### src/rtl/afpm_pkg.sv
// Shared types and constants for the FP16 multiplier sequencer.
// Holds the FSM state encoding and FP16 result constants.
package afpm_pkg;

    localparam int FP16_W = 16;
    localparam logic [FP16_W-1:0] QNAN = 16'h7E00;

    typedef enum logic [2:0] {
        S_IDLE,
        S_LOAD_HI,
        S_ISSUE,
        S_WAIT,
        S_OUT_LO,
        S_OUT_HI
    } state_e;

endpackage

### src/rtl/afpm_wait_timer.sv
// WAIT-state cycle counter for the multiplier sequencer.
// expired marks the TIMEOUT_CYC-th enabled cycle since the last clr.
module afpm_wait_timer #(
    parameter int TIMEOUT_CYC = 15
) (
    input  logic clk,
    input  logic rst,
    input  logic clr,
    input  logic en,
    output logic expired
);

    localparam int CW = (TIMEOUT_CYC > 1) ? $clog2(TIMEOUT_CYC) : 1;
    localparam logic [CW-1:0] LAST = CW'(TIMEOUT_CYC - 1);

    logic [CW-1:0] cnt_q;
    logic [CW-1:0] cnt_d;

    // next count: clear wins, otherwise count while enabled
    always_comb begin
        cnt_d = cnt_q;
        if (clr) begin
            cnt_d = '0;
        end else if (en) begin
            cnt_d = cnt_q + 1'b1;
        end
    end

    // count register with synchronous reset
    always_ff @(posedge clk) begin
        if (rst) begin
            cnt_q <= '0;
        end else begin
            cnt_q <= cnt_d;
        end
    end

    // expiry flag for the current enabled cycle
    always_comb begin
        expired = en && (cnt_q == LAST);
    end

endmodule

### src/rtl/afpm_seq_ctrl.sv
// Byte-serial front end for an FP16 multiplier core.
// Gathers two operands, issues one multiply, streams the product out.
module afpm_seq_ctrl
    import afpm_pkg::*;
#(
    parameter int TIMEOUT_CYC = 15
) (
    input  logic              clk,
    input  logic              rst,
    input  logic              in_valid,
    input  logic [7:0]        a_byte,
    input  logic [7:0]        b_byte,
    output logic              in_ready,
    output logic [FP16_W-1:0] mul_a,
    output logic [FP16_W-1:0] mul_b,
    output logic              mul_start,
    input  logic              mul_done,
    input  logic [FP16_W-1:0] mul_result,
    output logic [7:0]        out_byte,
    output logic              out_valid,
    input  logic              out_ready,
    output logic              busy,
    output logic              timeout
);

    state_e            state_q, state_d;
    logic [FP16_W-1:0] mul_a_q, mul_a_d;
    logic [FP16_W-1:0] mul_b_q, mul_b_d;
    logic [FP16_W-1:0] res_q, res_d;
    logic              timeout_q, timeout_d;
    logic              accept;
    logic              tmr_clr;
    logic              tmr_en;
    logic              tmr_expired;

    afpm_wait_timer #(
        .TIMEOUT_CYC(TIMEOUT_CYC)
    ) u_timer (
        .clk     (clk),
        .rst     (rst),
        .clr     (tmr_clr),
        .en      (tmr_en),
        .expired (tmr_expired)
    );

    // state and datapath registers, synchronous reset
    always_ff @(posedge clk) begin
        if (rst) begin
            state_q   <= S_IDLE;
            mul_a_q   <= '0;
            mul_b_q   <= '0;
            res_q     <= '0;
            timeout_q <= 1'b0;
        end else begin
            state_q   <= state_d;
            mul_a_q   <= mul_a_d;
            mul_b_q   <= mul_b_d;
            res_q     <= res_d;
            timeout_q <= timeout_d;
        end
    end

    // next-state logic; mul_done beats expiry in WAIT
    always_comb begin
        state_d = state_q;
        unique case (state_q)
            S_IDLE:    if (accept) state_d = S_LOAD_HI;
            S_LOAD_HI: if (accept) state_d = S_ISSUE;
            S_ISSUE:   state_d = S_WAIT;
            S_WAIT:    if (mul_done || tmr_expired) state_d = S_OUT_LO;
            S_OUT_LO:  if (out_ready) state_d = S_OUT_HI;
            S_OUT_HI:  if (out_ready) state_d = S_IDLE;
            default:   state_d = S_IDLE;
        endcase
    end

    // Moore outputs and timer controls
    always_comb begin
        in_ready  = (state_q == S_IDLE) || (state_q == S_LOAD_HI);
        mul_start = (state_q == S_ISSUE);
        out_valid = (state_q == S_OUT_LO) || (state_q == S_OUT_HI);
        busy      = (state_q != S_IDLE);
        tmr_clr   = (state_q == S_ISSUE);
        tmr_en    = (state_q == S_WAIT);
        out_byte  = 8'h00;
        if (state_q == S_OUT_LO) out_byte = res_q[7:0];
        if (state_q == S_OUT_HI) out_byte = res_q[15:8];
    end

    // operand capture, result capture and sticky timeout
    always_comb begin
        accept    = in_valid && in_ready;
        mul_a_d   = mul_a_q;
        mul_b_d   = mul_b_q;
        res_d     = res_q;
        timeout_d = timeout_q;
        if (accept && state_q == S_IDLE) begin
            mul_a_d[7:0] = a_byte;
            mul_b_d[7:0] = b_byte;
            timeout_d    = 1'b0;
        end
        if (accept && state_q == S_LOAD_HI) begin
            mul_a_d[15:8] = a_byte;
            mul_b_d[15:8] = b_byte;
        end
        if (state_q == S_WAIT) begin
            if (mul_done) begin
                res_d = mul_result;
            end else if (tmr_expired) begin
                res_d     = QNAN;
                timeout_d = 1'b1;
            end
        end
    end

    assign mul_a   = mul_a_q;
    assign mul_b   = mul_b_q;
    assign timeout = timeout_q;

endmodule

### config.mk
export PLATFORM = sky130hd
export DESIGN_NAME = afpm_seq_ctrl
export DESIGN_NICKNAME = d
export VERILOG_FILES = /design/src/rtl/afpm_pkg.sv /design/src/rtl/afpm_wait_timer.sv /design/src/rtl/afpm_seq_ctrl.sv
export SDC_FILE = /design/constraint.sdc
export NUM_CORES = 1
export LEC_CHECK = 0
export ABC_AREA = 1
export ABC_CLOCK_PERIOD_IN_PS = 4500
export BUFFER_PORTS_ARGS = -buffer_cell sky130_fd_sc_hd__buf_2
export CAP_MARGIN = 10
export CORE_ASPECT_RATIO = 0.9
export CORE_MARGIN = 3
export CORE_UTILIZATION = 53
export CTS_BUF_LIST = sky130_fd_sc_hd__clkbuf_16
export CTS_CLUSTER_SIZE = 12
export DETAILED_ROUTE_END_ITERATION = 6
export GPL_TIMING_DRIVEN = 0
export MAX_ROUTING_LAYER = met4
export PLACE_DENSITY_LB_ADDON = 0.25
export SYNTH_ARGS = -nofsm -noshare
export SYNTH_HDL_FRONTEND = slang
export SYNTH_SLANG_ARGS = --single-unit
export TNS_END_PERCENT = 100
### constraint.sdc
create_clock -name clk -period 4.5 [get_ports clk]
set_clock_uncertainty 0.2 [all_clocks]
set_input_delay 1.125 -clock clk [delete_from_list [all_inputs] [get_ports clk]]
set_output_delay 1.125 -clock clk [all_outputs]
set_load 0.05 [all_outputs]
* Word-level counts from Yosys, hierarchy flattened
Cells that the tools add are included.
Cells by class: $add $sub $neg 1, equality and inequality tests 11, multiplexer cells 14, reductions and logical operators 13
Operators with widths (number):
- 16-bit two-way mux | 2
- 3-bit case mux with 6 select lines | 1
- 8-bit two-way mux | 2
- 3-bit two-way mux | 5
- 2-bit inequality test, second input constant | 5
- 3-bit by 2-bit == test with 1-bit output, second input constant | 2
- 3-bit == test, second input constant | 2
- 5-bit AND reduction | 1
- 4-bit by 1-bit adder with 4-bit output, second input constant | 1
- 4-bit == test, second input constant | 1
- 1-bit logical AND | 4
- 1-bit two-way mux | 4
- 3-bit by 1-bit == test with 1-bit output, second input constant | 1
- 3-bit logical NOT | 1
- 1-bit logical OR | 3
- 3-bit nonzero test | 1
- 2-bit AND reduction | 1
- 2-bit nonzero test | 1
- 2-bit OR reduction | 1
Storage, ports and cells: register bits after elaboration 56, input bits 37, output and inout port bits 45, word-level logic and storage cells 47

* Logic depth before layout (Yosys ltp)
word-level depth 8, depth in mapped cells 8

* By module
A second synthesis with hierarchy kept.
Second synthesis, totals: cell total of the unflattened synthesis 308, area total of the unflattened synthesis 2283.4 um^2
By module, submodules not included:
- afpm_seq_ctrl | instances 1, cells each 282, area an instance 2090.8 um^2, sequential area each 1041.0 um^2
- afpm_wait_timer | instances 1, cells each 26, area an instance 192.7 um^2, sequential area each 80.1 um^2

* Worst setup path after synthesis
Ideal clock, no wire load.
path type reg2out, start point reg state_q[2], end point out out_byte[0], arrival time 1976 ps, slack 1199 ps, cell stages (with the launch flop) 4, cell sequence dfxtp_1 > buf_4 > nand3_1 > o21ai_0
On the way: word-level cells in the longest chain between the ends 3, elaborated cells on any way between the ends 4
Ends and longest elaborated chain:
- start: declaration | line afpm_seq_ctrl.sv:26 | state_e state_q, state_d;
- start signal: assignment | line afpm_seq_ctrl.sv:55 | state_q <= state_d;
- 3-bit == test | line afpm_seq_ctrl.sv:86 | if (state_q == S_OUT_LO) out_byte = res_q[7:0];
- 8-bit two-way mux | line afpm_seq_ctrl.sv:86
- 8-bit two-way mux (*) | line afpm_seq_ctrl.sv:87 | if (state_q == S_OUT_HI) out_byte = res_q[15:8];
- end: declaration | line afpm_seq_ctrl.sv:19 | output logic [7:0] out_byte,
Every way passes the cells marked *; elsewhere a longest branch is shown, timed or not.

* Final worst setup path
start point reg state_q[2], end point out out_byte[7]
The elaborated chain is that of the path after synthesis.

==> qor.csv <==
metric;value;unit
Critical Path AT;1860;ps
Synth cell types;23;
DRC errors left;0;
Post-Syn Nets;349;
register area;0.001121;mm2
CTS max path bufs;2;
fin nets;436;
# hold bufs at CTS;0;
Starting Density;56.00;%
worst-path fanout max;10;
synthesized area;0.002312;mm2
placed wire-length estimate;4068;um
layout cells sized above 1;26.88;%
post-CTS sizing;0;
routed len/inst;11.70;um
initial DRC count;106;
Slew HR;66.85;%
Overflow after GRT;0;
Hold WC Path Type;register to register;
final-report setup violation count;0;
GRT Util Overall;20.82;%
die width;75.63;um
PortBufs;80;
initial antenna violation count;0;
global-route wire length before repair;8135;um
minimum clock period;3185;ps
critical path class;register to output pin;
Pre-antenna DRT Iters;5;
status;finished clean;
Skew-Pair Late Insertion Delay;280;ps
# rows;22;
clk root buf;clkbuf_16;
register area share after synthesis;48.48;%
number of top-level pins;82;
Req. time, crit path;3170;ps
CP Capture Type;output pin;
max cap viols;0;
Detail Route Antenna Nets;0;
Inst Count DP;438;
RSZ-0062 raised after global routing;no;
CTS sink count;56;
commonest cells after routing, fill and taps aside;buf_2, dfxtp_1, nor2_1;
Min Hold Slack;260.4;ps
Via density;5.002;
Finished Layout Cells;446;
slowest stage delay, CP;500;ps
maximum vdd drop;247.8;uV
Post-CTS Setup Inserts;0;
most common cell after layout, fill and taps aside;buf_2;
DR top layer;met4;
Syn Area/Cell;7.459;um2
Crit-path slowest cell;dfxtp_1;
fin crit share;70.77;%
critical-path cell list;buf_4 > nand3_1 > o21ai_0 > buf_2;
final wirelength;5216;um
Post-Syn Instances;310;
Hold Vio Cnt, Final;0;
H-Tree Depth;2;
die height;68.66;um
Cell Area, Placed;0.002773;mm2
Die Area;0.005192;mm2
metal3 WL;331;um
DR vias;2231;
YS warnings;0;
Critical Path Source Type;register;
final RePlAce weighted congestion;0.8738;
wl on met1;2477;um
Clock Pin Slew Worst Setup and Hold Paths;70;ps
met2 routed WL;2383;um
n_diodes;0;
CTS tree;yes;
Slew Viols, Final;0;
Post-Route Utilization;70.67;%
multi-input logic area;0.001027;mm2
TNS Setup;0;ps
Yosys reg bits;56;
cts bufs inserted;5;
area grow syn2layout;26.19;%
largest net degree at the start of global routing;18;
core box area;0.004129;mm2
worst-margin pin slew;497.2;ps
Lkg Pwr;1.336;nW
fillcell total;374;
Final Cell Area;0.002918;mm2
Fmax;0.3140;GHz
vias in the first global route;1898;
power density over the cells;504.2;mW/mm2
state kept, by name, indices dropped and copies added, names as in the netlist:
name,count
mul_a,16
mul_b,16
u_timer.cnt_q,4
res_q,16
timeout,1
state_q,3
synthesized netlist by cell type:
library cell | instances | share of area [%]
nand3_1 | 40 | 8.7
buf_4 | 4 | 1.3
a21oi_1 | 30 | 6.5
nor2_1 | 53 | 8.6
nand3b_1 | 1 | 0.32
clkbuf_1 | 6 | 0.97
a211oi_1 | 1 | 0.32
nand3_2 | 1 | 0.43
or2_0 | 1 | 0.27
clkinv_2 | 1 | 0.22
buf_2 | 4 | 0.87
nor3_1 | 1 | 0.22
nand2_1 | 46 | 7.5
nand2_2 | 2 | 0.54
o21ai_0 | 32 | 6.9
ha_1 | 2 | 1.1
nor2_8 | 1 | 0.87
nand2_4 | 2 | 0.97
dfxtp_1 | 56 | 48
nor2_4 | 2 | 0.97
nand4_1 | 1 | 0.27
inv_2 | 3 | 0.49
inv_1 | 20 | 3.2
metal layers:
layer	track usage, %	vias up
met4	5.022	0
met2	31.68	69
met5	-	-
met3	4.493	4
met1	28.35	973
li1	-	1185
critical path, delay by kind of cell, from the launching register on:
kind / cells / cell delay [ps]
buffers and inverters: 2 / 540
DFF: 1 / 500
AOI/OAI and AO/OA: 1 / 290
and+or+nand+nor: 1 / 240
logic make-up after synthesis:
kind of cell	share of synthesized area, %
DFF	48.49
and+or+nand+nor	29.60
buffers and inverters	7.088
AOI/OAI and AO/OA	13.74
adders and majority gates	1.082
cell type report:
cell class                 count  area share, %
buffer                        14          2.487
sequential                    56          38.42
inverter                      24          3.130
clock buffer                   5          4.288
tap                           48          2.058
multi-input combinational    216          35.21
timing repair buffer          80          13.72
clock inverter                 3         0.6861
report_power, final:
| group | internal (mW) | switching [mW] | total, mW | leakage, nW |
|---|---|---|---|---|
| clock network | 0.205 | 0.164 | 0.369 | 0.0712 |
| logic | 0.132 | 0.379 | 0.511 | 0.809 |
| registers | 0.554 | 0.0372 | 0.591 | 0.456 |
per-stage QoR:
stage                     worst slack [ps]  total power [mW]
after global routing                  1232             1.561
after global placement                1650             1.105
final                                 1315             1.471
after detailed placement              1640             1.115
after floorplan                       1199            0.9957
after CTS                             1303             1.481
final timing paths:
path	startpoint	slack, ps	to	cells past startpoint
setup / recovery	state_q[2]$_SDFFE_PP0P_	1320	out_byte[7]	4
hold / removal	mul_a[0]$_SDFFE_PP0P_	260	mul_a[0]$_SDFFE_PP0P_	2
setup reg to reg	state_q[0]$_SDFFE_PP0P_	2770	mul_a[11]$_SDFFE_PP0P_	6
hold reg to reg	mul_a[0]$_SDFFE_PP0P_	260	mul_a[0]$_SDFFE_PP0P_	2
Note: power is estimated with default switching activity, not from simulation.
